File: config.mk
export PLATFORM = sky130hd
export DESIGN_NAME = regfile_arbiter
export DESIGN_NICKNAME = d
export VERILOG_FILES = /design/src/rtl/regfile_arb_pkg.sv /design/src/rtl/regfile_arbiter_rr_arb2.sv /design/src/rtl/regfile_arbiter.sv
export SDC_FILE = /design/constraint.sdc
export NUM_CORES = 1
export LEC_CHECK = 0
export BUFFER_PORTS_ARGS = -buffer_cell sky130_fd_sc_hd__buf_2
export CELL_PAD_IN_SITES_DETAIL_PLACEMENT = 0
export CELL_PAD_IN_SITES_GLOBAL_PLACEMENT = 1
export CORE_ASPECT_RATIO = 0.8
export CORE_MARGIN = 3
export CORE_UTILIZATION = 34
export CTS_CLUSTER_SIZE = 24
export DETAILED_ROUTE_END_ITERATION = 6
export PLACE_DENSITY = 0.9
export SETUP_SLACK_MARGIN = 0.5
export SYNTH_ARGS = -nofsm -noshare
export SYNTH_HDL_FRONTEND = slang
export SYNTH_HIERARCHICAL = 1
export SYNTH_SLANG_ARGS = --single-unit
File: constraint.sdc
create_clock -name clk -period 2.6 [get_ports clk]
set_input_delay 0.39 -clock clk [delete_from_list [all_inputs] [get_ports clk]]
set_output_delay 0.39 -clock clk [all_outputs]
set_load 0.03 [all_outputs]
File: src/rtl/regfile_arb_pkg.sv
// regfile_arb_pkg: FSM encoding, op codes and width defaults shared by the regfile arbiter
package regfile_arb_pkg;
    localparam int DATA_W_DEF = 4;
    localparam int ADDR_W_DEF = 2;
    localparam logic OP_READ  = 1'b0;
    localparam logic OP_WRITE = 1'b1;
    typedef enum logic [1:0] {
        S_IDLE   = 2'd0,
        S_ACCESS = 2'd1,
        S_RESP   = 2'd2
    } state_t;
endpackage

File: src/rtl/regfile_arbiter_rr_arb2.sv
// rr_arb2: two-way round-robin grant; on contention the requester not granted last time wins
module rr_arb2 (
    input  logic [1:0] req,
    input  logic       last_grant,
    output logic [1:0] gnt,
    output logic       gnt_id
);
    assign gnt    = (&req) ? (last_grant ? 2'b01 : 2'b10) : req;
    assign gnt_id = gnt[1];
endmodule

File: src/rtl/regfile_arbiter.sv
// regfile_arbiter: round-robin access sequencer for the 4x4 register file (optional grant counters via ARB_STATS_EN)
module regfile_arbiter
  import regfile_arb_pkg::*;
#(
  parameter int DATA_W = DATA_W_DEF,
  parameter int ADDR_W = ADDR_W_DEF,
  parameter int STAT_W = 8
) (
  input  logic              clk,
  input  logic              rst,
  input  logic [1:0]        req_valid,
  output logic [1:0]        req_ready,
  input  logic [1:0]        req_we,
  input  logic [ADDR_W-1:0] req_addr0,
  input  logic [ADDR_W-1:0] req_addr1,
  input  logic [DATA_W-1:0] req_wdata0,
  input  logic [DATA_W-1:0] req_wdata1,
  output logic [1:0]        rsp_valid,
  output logic [DATA_W-1:0] rsp_rdata,
  output logic [DATA_W-1:0] mem_dbus,
  output logic [ADDR_W-1:0] mem_address,
  output logic              mem_rwb,
  input  logic [DATA_W-1:0] mem_qout
`ifdef ARB_STATS_EN
  , output logic [STAT_W-1:0] grant_cnt0
  , output logic [STAT_W-1:0] grant_cnt1
`endif
);
  state_t            state_q, state_d;
  logic              last_grant_q, last_grant_d;
  logic              id_q, id_d;
  logic              we_q, we_d;
  logic              rwb_q, rwb_d;
  logic [ADDR_W-1:0] addr_q, addr_d;
  logic [DATA_W-1:0] dbus_q, dbus_d;
  logic [1:0]        rsp_valid_q, rsp_valid_d;
  logic [DATA_W-1:0] rsp_rdata_q, rsp_rdata_d;
  logic [1:0]        gnt;
  logic              gnt_id;
  logic              accept;
  rr_arb2 u_arb (
    .req       (req_valid),
    .last_grant(last_grant_q),
    .gnt       (gnt),
    .gnt_id    (gnt_id)
  );
  assign req_ready = (state_q == S_IDLE && !rst) ? gnt : 2'b00;
  assign accept    = |req_ready;
  always_comb begin
    state_d      = state_q;
    last_grant_d = last_grant_q;
    id_d         = id_q;
    we_d         = we_q;
    rwb_d        = 1'b0;
    addr_d       = addr_q;
    dbus_d       = dbus_q;
    rsp_valid_d  = 2'b00;
    rsp_rdata_d  = rsp_rdata_q;
    case (state_q)
      S_IDLE: if (accept) begin
        state_d      = S_ACCESS;
        last_grant_d = gnt_id;
        id_d         = gnt_id;
        we_d         = req_we[gnt_id];
        rwb_d        = req_we[gnt_id] == OP_WRITE;
        addr_d       = gnt_id ? req_addr1 : req_addr0;
        dbus_d       = gnt_id ? req_wdata1 : req_wdata0;
      end
      S_ACCESS: begin
        state_d     = S_RESP;
        rsp_valid_d = id_q ? 2'b10 : 2'b01;
        rsp_rdata_d = (we_q == OP_READ) ? mem_qout : dbus_q;
      end
      default: state_d = S_IDLE;
    endcase
  end
  always_ff @(posedge clk) begin
    if (rst) begin
      state_q      <= S_IDLE;
      last_grant_q <= 1'b1;
      id_q         <= 1'b0;
      we_q         <= 1'b0;
      rwb_q        <= 1'b0;
      addr_q       <= '0;
      dbus_q       <= '0;
      rsp_valid_q  <= 2'b00;
      rsp_rdata_q  <= '0;
    end else begin
      state_q      <= state_d;
      last_grant_q <= last_grant_d;
      id_q         <= id_d;
      we_q         <= we_d;
      rwb_q        <= rwb_d;
      addr_q       <= addr_d;
      dbus_q       <= dbus_d;
      rsp_valid_q  <= rsp_valid_d;
      rsp_rdata_q  <= rsp_rdata_d;
    end
  end
  assign mem_rwb     = rwb_q;
  assign mem_address = addr_q;
  assign mem_dbus    = dbus_q;
  assign rsp_valid   = rsp_valid_q;
  assign rsp_rdata   = rsp_rdata_q;
`ifdef ARB_STATS_EN
  logic [STAT_W-1:0] cnt0_q, cnt1_q;
  always_ff @(posedge clk) begin
    if (rst) begin
      cnt0_q <= '0;
      cnt1_q <= '0;
    end else begin
      cnt0_q <= cnt0_q + STAT_W'(accept && !gnt_id && !(&cnt0_q));
      cnt1_q <= cnt1_q + STAT_W'(accept && gnt_id && !(&cnt1_q));
    end
  end
  assign grant_cnt0 = cnt0_q;
  assign grant_cnt1 = cnt1_q;
`endif
endmodule

==> results.md <==
- Total negative setup slack: 0 ps
- Clk_lat worst skew: 290 ps
- Initial core utilization: between 30 and 40%
- Drt pass-1 iters: 4
- Avg Synthesized Cell Area: 9.87 um^2
- Max-cap viol count: 0
- Net Count, Synth: 102
- Number of endpoints failing setup at the final stage: 0
- PostCTS Resize Cnt: 0
- Antenna Violating Nets Remaining: 0
- Number of enable flip-flop cells after synthesis: 0
- Element type at the critical path end: primary output
- Commonest register cell after synthesis: sky130_fd_sc_hd__dfxtp_1
- Crit-path leading delay family: simple AND/OR/NAND/NOR gates
- Number of DRC markers after the initial detailed-route iteration: 14
- Total stage count of the critical path: 3
- Clock input transition at the sequential cells of the worst setup and hold paths: 100 ps
- Via-to-Cell Ratio: 4.96
- Cell internal power dissipation: 0.000448 W
- Type of element launching the critical path: flip-flop
- Number of nets in the layout: 137
- CP Buf/Inv Count: 1
- Via count: between 600 and 700
- Power, Total: 0.000648 W
- Minimum period implied by the final worst setup slack: 1810 ps
- Max Fanout on Critical Path: 10
- Data required time of the worst path: 2210 ps
- Y dimension of the die: 49.1 um
- Count of distinct cell types in the synthesized netlist: 26
- Final Hold Fails: 0
- Actual transition at the worst max-transition pin: 534 ps
- Worst hold stages: 3
- Switching share of power: between 30% and 40%
- Depth of the CTS H-tree: 1
- Number of max-slew violations in the final report: 0
- Post-CTS setup buffer count: 0
- Clock network power share: 25.8%
- Result of the run: finished clean
- Core area: 2030 um^2
- Register bit total from synthesis: 18
- Number of global-route vias before repair: a little under 700
- Antenna diode instance count: 0
- Wire length of the first global-routing pass: approximately 2900 um
- Worst vdd rail ir drop: 329 uV
- Final clock skew: 4.00 ps
- I/O pin count: 37
- Maximum number of pins on one net before global-route repair: 17
- Width of the die: 59.9 um
- Routability cong.: 0.759
- Proportion of layout cells with a drive suffix above 1: 40.4%
- Total power per unit cell area: 646 nW/um^2
- Cell area after synthesis: a little under 800 um^2
- Net switching component of the power: around 0.0002 W
- Largest incremental delay on the critical path: 380 ps
- Root buffer cell: sky130_fd_sc_hd__clkbuf_4
- Class of the worst hold path: input pin to flip-flop
- Total of warnings raised by yosys: 6
- Number of hold buffers added after CTS: 0
- Fmax: 553 MHz
- Worst-path cell chain: nor3_4, and2_1, buf_2
- Die Footprint: a little under 3000 um^2
- Count of port buffers added during placement: 36
- Number of instances in the synthesized netlist: 80
- TritonCTS buffer count: 3
- Slowest cell on the critical path: sky130_fd_sc_hd__nor3_4
- HPWL Detailed: roughly 1300 um
- Final worst-path cycle share: 69.5%
- Routed WL: ~1700 um
- WS Path Type: flip-flop to primary output
- Power share of the sequential group: 49.3%
- Number of antenna violations at the first check in global routing: 0
- Total grt overflow: 0
- Layout Area Growth over Synthesis: 26.9%
- Setup repair after global routing missed its margin: no
- Clock tree buffer depth: 2
- R2R depth: 6
- Wire length per cell: 12.2 um
- Worst slew margin: ~64%
- Leak pwr: ~0.47 nW
- Proportion of register bits with asynchronous set or reset after synthesis: 0%
- Global-route usage over all layers: 12.6%
- Sequential cell area fraction in the yosys report: 45.6%
- Number of remaining DRC errors: 0
- Arrival time of data at the critical path endpoint: 1420 ps
- Clock sink count: 18
- Share of power burned in combinational logic: 24.9%
- Number of placement rows: 14
- TritonCTS clock tree: yes
## Yosys cell counts, types with 2 or more instances
cell / n / area share [%]
sky130_fd_sc_hd__nand3_1: 2 / 1.3
sky130_fd_sc_hd__nor2_1: 6 / 2.9
sky130_fd_sc_hd__buf_2: 3 / 1.9
sky130_fd_sc_hd__o21ai_0: 2 / 1.3
sky130_fd_sc_hd__a211oi_1: 10 / 9.5
sky130_fd_sc_hd__nor3_4: 2 / 4.1
sky130_fd_sc_hd__dfxtp_1: 18 / 46
sky130_fd_sc_hd__and2_1: 2 / 1.6
sky130_fd_sc_hd__inv_1: 2 / 0.95
sky130_fd_sc_hd__a21oi_1: 7 / 4.4
sky130_fd_sc_hd__mux2i_1: 11 / 14
## final timing paths
path	start	to	slack [ps]
worst max register to register	last_grant_q	mem_dbus[2]	1100
worst min register to register	id_q	rsp_valid[0]	450
worst min-delay path	req_addr0[0]	mem_address[0]	430
worst max-delay path	state_q[1]	req_ready[0]	790
## final cells by class
class / instances / area (um^2)
well taps: 24 / 30.0
repair buffers: 37 / 188
fillers: 206 / 1030
clock buffers: 4 / 36.3
flip-flops and latches: 18 / 360
inverters: 3 / 11.3
multi-input cells: 52 / 377
## sequential cells by signal, summed over array words and instances (netlist names)
register      count
rsp_valid         2
mem_rwb           1
mem_address       2
mem_dbus          4
we_q              1
last_grant_q      1
id_q              1
state_q           2
rsp_rdata         4
## tightest hold or removal path, cell delays in order
cell and delay (ps):
sky130_fd_sc_hd__buf_2 90, sky130_fd_sc_hd__mux2i_1 120, sky130_fd_sc_hd__a211oi_1 80
## placed cells by master, fill, tap and decap left out, types with 2 or more instances in the layout
master	count
sky130_fd_sc_hd__a211oi_1	10
sky130_fd_sc_hd__a21boi_1	2
sky130_fd_sc_hd__a21oi_1	7
sky130_fd_sc_hd__and2_1	2
sky130_fd_sc_hd__buf_2	36
sky130_fd_sc_hd__clkbuf_4	3
sky130_fd_sc_hd__dfxtp_1	18
sky130_fd_sc_hd__inv_1	2
sky130_fd_sc_hd__mux2i_1	11
sky130_fd_sc_hd__nand3_1	2
sky130_fd_sc_hd__nor2_1	6
sky130_fd_sc_hd__nor3_4	2
sky130_fd_sc_hd__o21ai_0	2
## routing by layer
metal  track usage, %  part of all wire (%)
met4             2.21                  0.48
met5                0                     0
met1             16.8                    47
met3             5.82                   8.2
met2             18.5                    44
## per-stage QoR
stage               hold WS (ps)  instances  utilization (%)  setup WS [ps]  cell area [um^2]
finish                       434        138             49.3            793              1000
global route                 438        138             49.3            702              1000
global placement             434        134             47.5            956               966
floorplan                    407         80                -           1120               790
CTS                          429        138             49.3            784              1000
detailed placement           434        134             47.5            912               966
## power groups by stage
stage                     sequential, W  combinational, W  clock (W)
final                          0.000320          0.000161   0.000167
after floorplan                0.000355         0.0000875          0
after detailed placement       0.000326          0.000163          0
after global routing           0.000324          0.000177   0.000186
after CTS                      0.000320          0.000163   0.000174
after global placement         0.000325          0.000159          0
## logic make-up after synthesis
logic type	synth area share (%)
AO/OA/AOI/OAI	18.2
AND/OR/NAND/NOR	15.5
flip-flops	45.6
multiplexers	13.9
buffers and inverters	6.65
Note: power is estimated with default switching activity, not from simulation.
